**src/rtl/bitbakery_serial_rx_pkg.sv**
```systemverilog
// Shared constants and state encodings for the BitBakery game link (receiver and transmitter).
package bitbakery_serial_rx_pkg;

    localparam logic [7:0] START_BYTE = 8'hFF;
    localparam logic [7:0] END_BYTE   = 8'hFE;
    localparam int         PKT_LEN    = 133;
    localparam logic [7:0] END_IDX    = 8'(PKT_LEN - 1);
    localparam int         N_MAP      = 64;

    typedef enum logic [1:0] {
        PKT_HUNT   = 2'd0,
        PKT_BODY   = 2'd1,
        PKT_COMMIT = 2'd2
    } pkt_state_e;

    typedef enum logic [2:0] {
        RX_IDLE,
        RX_START,
        RX_DATA,
        RX_PARITY,
        RX_STOP
    } rx_state_e;

    function automatic logic even_parity_ok(input logic [7:0] d, input logic p);
        return ~(^{d, p});
    endfunction

endpackage

```
**src/rtl/rx_serial_8E1.sv**
```systemverilog
// 8E1 byte receiver: input synchroniser, bit-timing FSM, parity and stop-bit check.
//  state     | meaning
//  RX_IDLE   | line idle, waiting for falling edge
//  RX_START  | half-bit wait, recheck start bit low
//  RX_DATA   | sampling 8 data bits, LSB first
//  RX_PARITY | sampling parity bit
//  RX_STOP   | sampling stop bit, then back to idle
module rx_serial_8E1
    import bitbakery_serial_rx_pkg::*;
#(
    parameter int CLKS_PER_BIT = 434
) (
    input  logic       clock,
    input  logic       reset,
    input  logic       entrada_serial,
    output logic [7:0] dados,
    output logic       byte_ok,
    output logic       erro_paridade,
    output logic       erro_quadro
);

    localparam int             CW       = $clog2(CLKS_PER_BIT);
    localparam logic [CW-1:0]  CNT_FULL = CW'(CLKS_PER_BIT - 1);
    localparam logic [CW-1:0]  CNT_HALF = CW'(CLKS_PER_BIT / 2 - 1);

    rx_state_e     state_q, state_d;
    logic          sync1_q, sync2_q, prev_q;
    logic [CW-1:0] cnt_q;
    logic [2:0]    bit_q;
    logic [7:0]    shift_q, dados_q;
    logic          par_q, ok_q, perr_q, ferr_q;
    logic          tc, fall;
    logic          load_half, load_full, smp_data, smp_par, smp_stop;

    assign tc   = (cnt_q == '0);
    assign fall = prev_q & ~sync2_q;

    always_ff @(posedge clock or negedge reset) begin
        if (!reset) state_q <= RX_IDLE;
        else        state_q <= state_d;
    end

    always_comb begin
        state_d = state_q;
        case (state_q)
            RX_IDLE:   if (fall) state_d = RX_START;
            RX_START:  if (tc) state_d = sync2_q ? RX_IDLE : RX_DATA;
            RX_DATA:   if (tc && bit_q == 3'd7) state_d = RX_PARITY;
            RX_PARITY: if (tc) state_d = RX_STOP;
            RX_STOP:   if (tc) state_d = RX_IDLE;
            default:   state_d = RX_IDLE;
        endcase
    end

    always_comb begin
        load_half = (state_q == RX_IDLE) && fall;
        load_full = tc && (((state_q == RX_START) && !sync2_q) ||
                           (state_q == RX_DATA) || (state_q == RX_PARITY));
        smp_data  = tc && (state_q == RX_DATA);
        smp_par   = tc && (state_q == RX_PARITY);
        smp_stop  = tc && (state_q == RX_STOP);
    end

    // Verdict is registered on the stop sample so it appears the following cycle.
    always_ff @(posedge clock or negedge reset) begin
        if (!reset) begin
            sync1_q <= 1'b1;
            sync2_q <= 1'b1;
            prev_q  <= 1'b1;
            cnt_q   <= '0;
            bit_q   <= '0;
            shift_q <= '0;
            par_q   <= 1'b0;
            dados_q <= '0;
            ok_q    <= 1'b0;
            perr_q  <= 1'b0;
            ferr_q  <= 1'b0;
        end else begin
            sync1_q <= entrada_serial;
            sync2_q <= sync1_q;
            prev_q  <= sync2_q;
            if (load_half)      cnt_q <= CNT_HALF;
            else if (load_full) cnt_q <= CNT_FULL;
            else if (!tc)       cnt_q <= cnt_q - 1'b1;
            if (load_half) bit_q <= '0;
            if (smp_data) begin
                shift_q <= {sync2_q, shift_q[7:1]};
                bit_q   <= bit_q + 1'b1;
            end
            if (smp_par)  par_q   <= sync2_q;
            if (smp_stop) dados_q <= shift_q;
            ok_q   <= smp_stop && sync2_q && even_parity_ok(shift_q, par_q);
            perr_q <= smp_stop && !even_parity_ok(shift_q, par_q);
            ferr_q <= smp_stop && !sync2_q;
        end
    end

    assign dados         = dados_q;
    assign byte_ok       = ok_q;
    assign erro_paridade = perr_q;
    assign erro_quadro   = ferr_q;

endmodule

```
**src/rtl/bitbakery_serial_rx.sv**
```systemverilog
// BitBakery packet receiver: assembles 133-byte packets in a shadow buffer and commits atomically.
// Optional inter-byte timeout in BODY is enabled by defining RX_TIMEOUT_EN.
//  state      | meaning
//  PKT_HUNT   | discard bytes until start byte
//  PKT_BODY   | store bytes to shadow slot idx, check end byte at idx 132
//  PKT_COMMIT | copy shadow to outputs, pulse pronto
module bitbakery_serial_rx
    import bitbakery_serial_rx_pkg::*;
#(
    parameter int CLKS_PER_BIT = 434,
    parameter int TIMEOUT_CLKS = 100000
) (
    input  logic         clock,
    input  logic         reset,
    input  logic         entrada_serial,
    output logic [7:0]   D0,
    output logic [7:0]   D1,
    output logic [7:0]   D2,
    output logic [511:0] map_obstacles,
    output logic [511:0] map_objectives,
    output logic         pronto,
    output logic         erro_paridade,
    output logic         erro_quadro,
    output logic         erro_pacote,
    output logic [1:0]   db_estado
);

    logic [7:0]   dados;
    logic         byte_ok, rx_perr, rx_ferr;
    pkt_state_e   state_q, state_d;
    logic [7:0]   idx_q;
    logic [7:0]   shadow_q [0:PKT_LEN-3];
    logic [7:0]   d0_q, d1_q, d2_q;
    logic [511:0] obs_q, obj_q, obs_shadow, obj_shadow;
    logic         pronto_q, pkt_err_q;
    logic         hunt_start, store, end_bad, commit, timeout;

    rx_serial_8E1 #(.CLKS_PER_BIT(CLKS_PER_BIT)) u_rx (
        .clock          (clock),
        .reset          (reset),
        .entrada_serial (entrada_serial),
        .dados          (dados),
        .byte_ok        (byte_ok),
        .erro_paridade  (rx_perr),
        .erro_quadro    (rx_ferr)
    );

`ifdef RX_TIMEOUT_EN
    localparam int            GW       = $clog2(TIMEOUT_CLKS);
    localparam logic [GW-1:0] GAP_LOAD = GW'(TIMEOUT_CLKS - 1);
    logic [GW-1:0] gap_q;

    always_ff @(posedge clock or negedge reset) begin
        if (!reset)                              gap_q <= '0;
        else if (state_q != PKT_BODY || byte_ok) gap_q <= GAP_LOAD;
        else if (gap_q != '0)                    gap_q <= gap_q - 1'b1;
    end

    assign timeout = (state_q == PKT_BODY) && !byte_ok && (gap_q == '0);
`else
    assign timeout = 1'b0;
`endif

    always_ff @(posedge clock or negedge reset) begin
        if (!reset) state_q <= PKT_HUNT;
        else        state_q <= state_d;
    end

    always_comb begin
        state_d = state_q;
        case (state_q)
            PKT_HUNT:
                if (byte_ok && dados == START_BYTE) state_d = PKT_BODY;
            PKT_BODY:
                if (rx_perr || rx_ferr || timeout)
                    state_d = PKT_HUNT;
                else if (byte_ok && idx_q == END_IDX)
                    state_d = (dados == END_BYTE) ? PKT_COMMIT : PKT_HUNT;
            PKT_COMMIT:
                state_d = PKT_HUNT;
            default:
                state_d = PKT_HUNT;
        endcase
    end

    always_comb begin
        hunt_start = (state_q == PKT_HUNT) && byte_ok && (dados == START_BYTE);
        store      = (state_q == PKT_BODY) && byte_ok && (idx_q != END_IDX);
        end_bad    = (state_q == PKT_BODY) && byte_ok && (idx_q == END_IDX) && (dados != END_BYTE);
        commit     = (state_q == PKT_COMMIT);
        obs_shadow = '0;
        obj_shadow = '0;
        for (int k = 0; k < N_MAP; k++) begin
            obs_shadow[8*k +: 8] = shadow_q[3 + k];
            obj_shadow[8*k +: 8] = shadow_q[3 + N_MAP + k];
        end
    end

    // Shadow slot is idx-1; the end byte at idx 132 is checked but never stored.
    always_ff @(posedge clock or negedge reset) begin
        if (!reset) begin
            idx_q     <= '0;
            d0_q      <= '0;
            d1_q      <= '0;
            d2_q      <= '0;
            obs_q     <= '0;
            obj_q     <= '0;
            pronto_q  <= 1'b0;
            pkt_err_q <= 1'b0;
            for (int i = 0; i < PKT_LEN - 2; i++) shadow_q[i] <= '0;
        end else begin
            if (hunt_start)              idx_q <= 8'd1;
            else if (store)              idx_q <= idx_q + 8'd1;
            else if (state_d != PKT_BODY) idx_q <= '0;
            if (store) shadow_q[idx_q - 8'd1] <= dados;
            pronto_q  <= commit;
            pkt_err_q <= end_bad || timeout;
            if (commit) begin
                d0_q  <= shadow_q[0];
                d1_q  <= shadow_q[1];
                d2_q  <= shadow_q[2];
                obs_q <= obs_shadow;
                obj_q <= obj_shadow;
            end
        end
    end

    assign D0             = d0_q;
    assign D1             = d1_q;
    assign D2             = d2_q;
    assign map_obstacles  = obs_q;
    assign map_objectives = obj_q;
    assign pronto         = pronto_q;
    assign erro_paridade  = rx_perr;
    assign erro_quadro    = rx_ferr;
    assign erro_pacote    = pkt_err_q;
    assign db_estado      = state_q;

endmodule

```
**config.mk**
```make
export PLATFORM = sky130hd
export DESIGN_NAME = bitbakery_serial_rx
export DESIGN_NICKNAME = d
export VERILOG_FILES = /design/src/rtl/bitbakery_serial_rx_pkg.sv /design/src/rtl/rx_serial_8E1.sv /design/src/rtl/bitbakery_serial_rx.sv
export SDC_FILE = /design/constraint.sdc
export NUM_CORES = 2
export LEC_CHECK = 0
export BUFFER_PORTS_ARGS = -buffer_cell sky130_fd_sc_hd__buf_2
export CAP_MARGIN = 20
export CORE_AREA = 2 2 413 415
export CTS_CLUSTER_DIAMETER = 100
export DETAILED_ROUTE_END_ITERATION = 8
export DIE_AREA = 0 0 415 417
export PLACE_DENSITY = 0.69
export SLEW_MARGIN = 20
export SYNTH_ARGS = -nofsm -noshare
export SYNTH_HDL_FRONTEND = slang
export SYNTH_SLANG_ARGS = --single-unit
```
**constraint.sdc**
```tcl
create_clock -name clock -period 6.35 [get_ports clock]
set_input_delay 0.3175 -clock clock [delete_from_list [all_inputs] [get_ports clock]]
set_output_delay 0.3175 -clock clock [all_outputs]
set_load 0.02 [all_outputs]
```
==> results_dict.tcl <==
set metrics [dict create \
    endpoint_kind "flop" \
    synth_edf_count 0 \
    yosys_most_used_dff "dfrtp_1" \
    hold_viol_final 0 \
    drive_above_1_share 0.322 \
    crit_fanout 15 \
    portBuffers 1056 \
    ys_types 67 \
    drt-initial-drc-count 5200 \
    routabilityCongestion 0.849 \
    die_x_um 415 \
    synth_fp_nets 7141 \
    wire_per_inst_um 23.7 \
    finalCriticalPeriod_ps 4590 \
    hp-class "input port to async pin" \
    finish.net_count 8089 \
    async_flop_share 1.00 \
    register_area_mm2 0.0537 \
    rows 151 \
    r2r-end "obs_shadow[183]" \
    clk_pin_slew_worst_paths_ps 60 \
    routed_wl_um 248000 \
    start_util 0.487 \
    drtPass1Iterations 5 \
    cts-root-buf "clkbuf_16" \
    fin_ws_ps 1760 \
    cts_resized 0 \
    drc 0 \
    die-height_um 417 \
    skew_ps 50.3 \
    worstMarginPinSlew_ps 1120 \
    grt_pass1_wl_um 366000 \
    nFillCells 13988 \
    outcome "finished clean" \
    route.vias.total 56305 \
    reg2regPathDepth 7 \
    ys_warn_count 0 \
    cp.arrival_ps 5330 \
    cts_max_path_buffers 3 \
    dp_hpwl_um 160000 \
    power_leakage_nw 55.4 \
    grtUsageTotal 0.284 \
    syn_to_final_growth_pct 18.2 \
    rsz0062_at_grt "no" \
    synth_cells 7129 \
    htreeDepth 4 \
    ys_ff_latch 2146 \
    grt_max_degree 211 \
    core_mm2 0.169 \
    reg2reg_from "idx_q[0]" \
    place_area_mm2 0.0896 \
    final_cells 10479 \
    clkLatencyLatePin_ps 880 \
    worstPathRequired_ps 7090 \
    antenna_found_initial 4 \
    critical_path_class "flop to flop" \
    ant_nets 0 \
    fin_setup_tns_ps 0 \
    fin_area_mm2 0.0970 \
    report.final.slew_viol_count 0 \
    tritoncts "done" \
    max-vdd-ir-drop_v 0.000267 \
    placed_cells_incl_taps 10076 \
    setup-violations-final 0 \
    die-area_mm2 0.173 \
    r2r_slack_ps 1760 \
    pre_cts_ws_ps 1710 \
    num_io_pins 1057 \
    start_kind "flop" \
    fmax_ghz 0.218 \
    cts_sinks 2146 \
    post-route-period-util 0.722 \
    cts_inserted_buffers 212 \
    grt_pass1_vias 56357 \
    viasPerCell 5.37 \
    globalRouteOverflowTotal 0 \
    p_per_area_mw_per_mm2 278 \
    seq_area_frac_synth 0.655 \
    avgSynthCellArea_um2 11.5 \
    slew_headroom 0.254 \
    multi_input_area_mm2 0.0269 \
    synthesis.area_mm2 0.0820 \
    max-cap-violations 0 \
]
per-stage QoR:
| step | hold WS [ps] | power, mW | util |
|---|---|---|---|
| floorplan | 21.9 | 14.1 | - |
| global placement | 350 | 14.4 | 0.532 |
| detailed placement | 351 | 14.4 | 0.532 |
| CTS | 114 | 27.1 | 0.575 |
| global route | 160 | 27.7 | 0.575 |
| finish | 111 | 26.9 | 0.575 |
worst max-delay path, cell delays in order, from the launching register on:
cell and delay, ps:
dfrtp_1 510, inv_1 140, ha_1 420, nor3b_2 700, xor2_4 650, nand4_4 790
nor3_2 810, mux2_2 420
layout by cell type, fill, tap and decap left out, drive strengths merged, types with 3 or more instances in the layout:
| cell type | Yosys | layout |
|---|---|---|
| nor4b | 3 | 3 |
| nor2b | 4 | 4 |
| clkinv | 1 | 56 |
| nor3 | 63 | 63 |
| clkbuf | 358 | 314 |
| ha | 9 | 9 |
| o21ai | 19 | 19 |
| buf | 57 | 1147 |
| nor3b | 4 | 4 |
| bufinv | 0 | 13 |
| diode | 0 | 3 |
| nand2 | 3184 | 3184 |
| xor2 | 4 | 4 |
| a21oi | 6 | 6 |
| nor2 | 28 | 28 |
| inv | 8 | 14 |
| a31oi | 3 | 3 |
| o21a | 3 | 3 |
| nor4 | 37 | 37 |
| a211oi | 5 | 5 |
| mux2 | 1065 | 1065 |
| dfrtp | 2143 | 2143 |
| dfstp | 3 | 3 |
| or4 | 11 | 11 |
| clkinvlp | 0 | 7 |
| and4 | 5 | 5 |
| nand3 | 42 | 42 |
| xnor2 | 12 | 12 |
| nand4 | 9 | 9 |
| nand2b | 5 | 5 |
| or2 | 3 | 3 |
cells by family (layout without fill, tap and decap cells):
logic type | Yosys count | after routing | synth area share
muxes | 1067 | 1067 | 0.146
DFF | 2146 | 2146 | 0.655
AOI/OAI and AO/OA | 58 | 58 | 0.00507
other | 0 | 3 | 0
xor gates and xnor gates | 16 | 16 | 0.00171
adders and majority gates | 9 | 9 | 0.00137
buffers and inverters | 424 | 1553 | 0.0201
and+or+nand+nor | 3409 | 3409 | 0.170
how the worst max path moves through the flow:
stage | startpoint | endpoint
final | idx_q[0] | obs_shadow[183]
after global routing | idx_q[0] | obs_shadow[183]
after CTS | idx_q[0] | obs_shadow[183]
after detailed placement | idx_q[0] | obs_shadow[183]
after global placement | idx_q[0] | obj_shadow[326]
after floorplan | idx_q[1] | obj_shadow[232]
power breakdown:
group          internal [mW]  switching, mW
clock network           7.31           5.47
registers               13.7         0.0394
logic                 0.0713          0.318
total                   21.1           5.83
routing by layer:
layer | global-route usage | up-vias | routed length [µm]
li1 | - | 24804 | -
met1 | 0.368 | 29119 | 101000
met2 | 0.445 | 1812 | 117000
met3 | 0.0447 | 568 | 12500
met4 | 0.186 | 2 | 18000
met5 | 0 | - | 11
registers in the layout (all words and copies together), names as in the netlist, 2 cells and up:
register / flops
D0: 8
u_rx.shift_q: 8
D2: 8
idx_q: 8
map_objectives: 512
shadow_q: 24
u_rx.bit_q: 3
map_obstacles: 512
obs_shadow: 512
u_rx.dados: 8
D1: 8
db_estado: 2
u_rx.state_q: 3
obj_shadow: 512
u_rx.cnt_q: 9
synth_stat cells (3+ instances only):
cell type  count  area share
nand2_1     3184        0.15
dfrtp_1     2143        0.65
mux2_2      1048        0.14
clkbuf_1     357       0.016
nand3_1       42      0.0026
buf_1         32      0.0015
nor3_4        32      0.0063
nor2_1        28      0.0013
nor4_2        21      0.0032
nor3_2        20      0.0024
o21ai_0       18      0.0011
mux2_1        17      0.0023
buf_2         16     0.00098
xnor2_1       12      0.0013
nor3_1        11     0.00067
or4_1         11      0.0010
ha_1           9      0.0014
nor4_1         9     0.00069
buf_4          8     0.00073
inv_1          8     0.00037
nor4_4         7      0.0018
a21oi_1        6     0.00037
and4_1         5     0.00053
nand2b_1       5     0.00038
nand4_1        5     0.00038
nand4_4        4      0.0010
nor2b_1        4     0.00031
xor2_1         4     0.00043
a211oi_1       3     0.00027
a31oi_1        3     0.00023
dfstp_2        3     0.00096
nor3b_1        3     0.00027
nor4b_1        3     0.00032
o21a_1         3     0.00027
timing repair:
| action | 4_1_cts | 5_1_grt |
|---|---|---|
| setup endpoints to repair | 0 | 0 |
| hold buffers | 2 | 0 |
| hold endpoints to repair | 113 | 0 |
| buffers inserted | 0 | 0 |
area by class of cell:
| type | instances | share of cell area |
|---|---|---|
| Clock inverter | 81 | 0.0103 |
| Antenna cell | 3 | 0.0000774 |
| Clock buffer | 314 | 0.0638 |
| Tap cell | 2218 | 0.0286 |
| Multi-Input combinational cell | 4559 | 0.277 |
| Sequential cell | 2146 | 0.554 |
| Inverter | 9 | 0.000426 |
| Timing Repair Buffer | 1149 | 0.0651 |
Power figures use the tool's default switching activity.
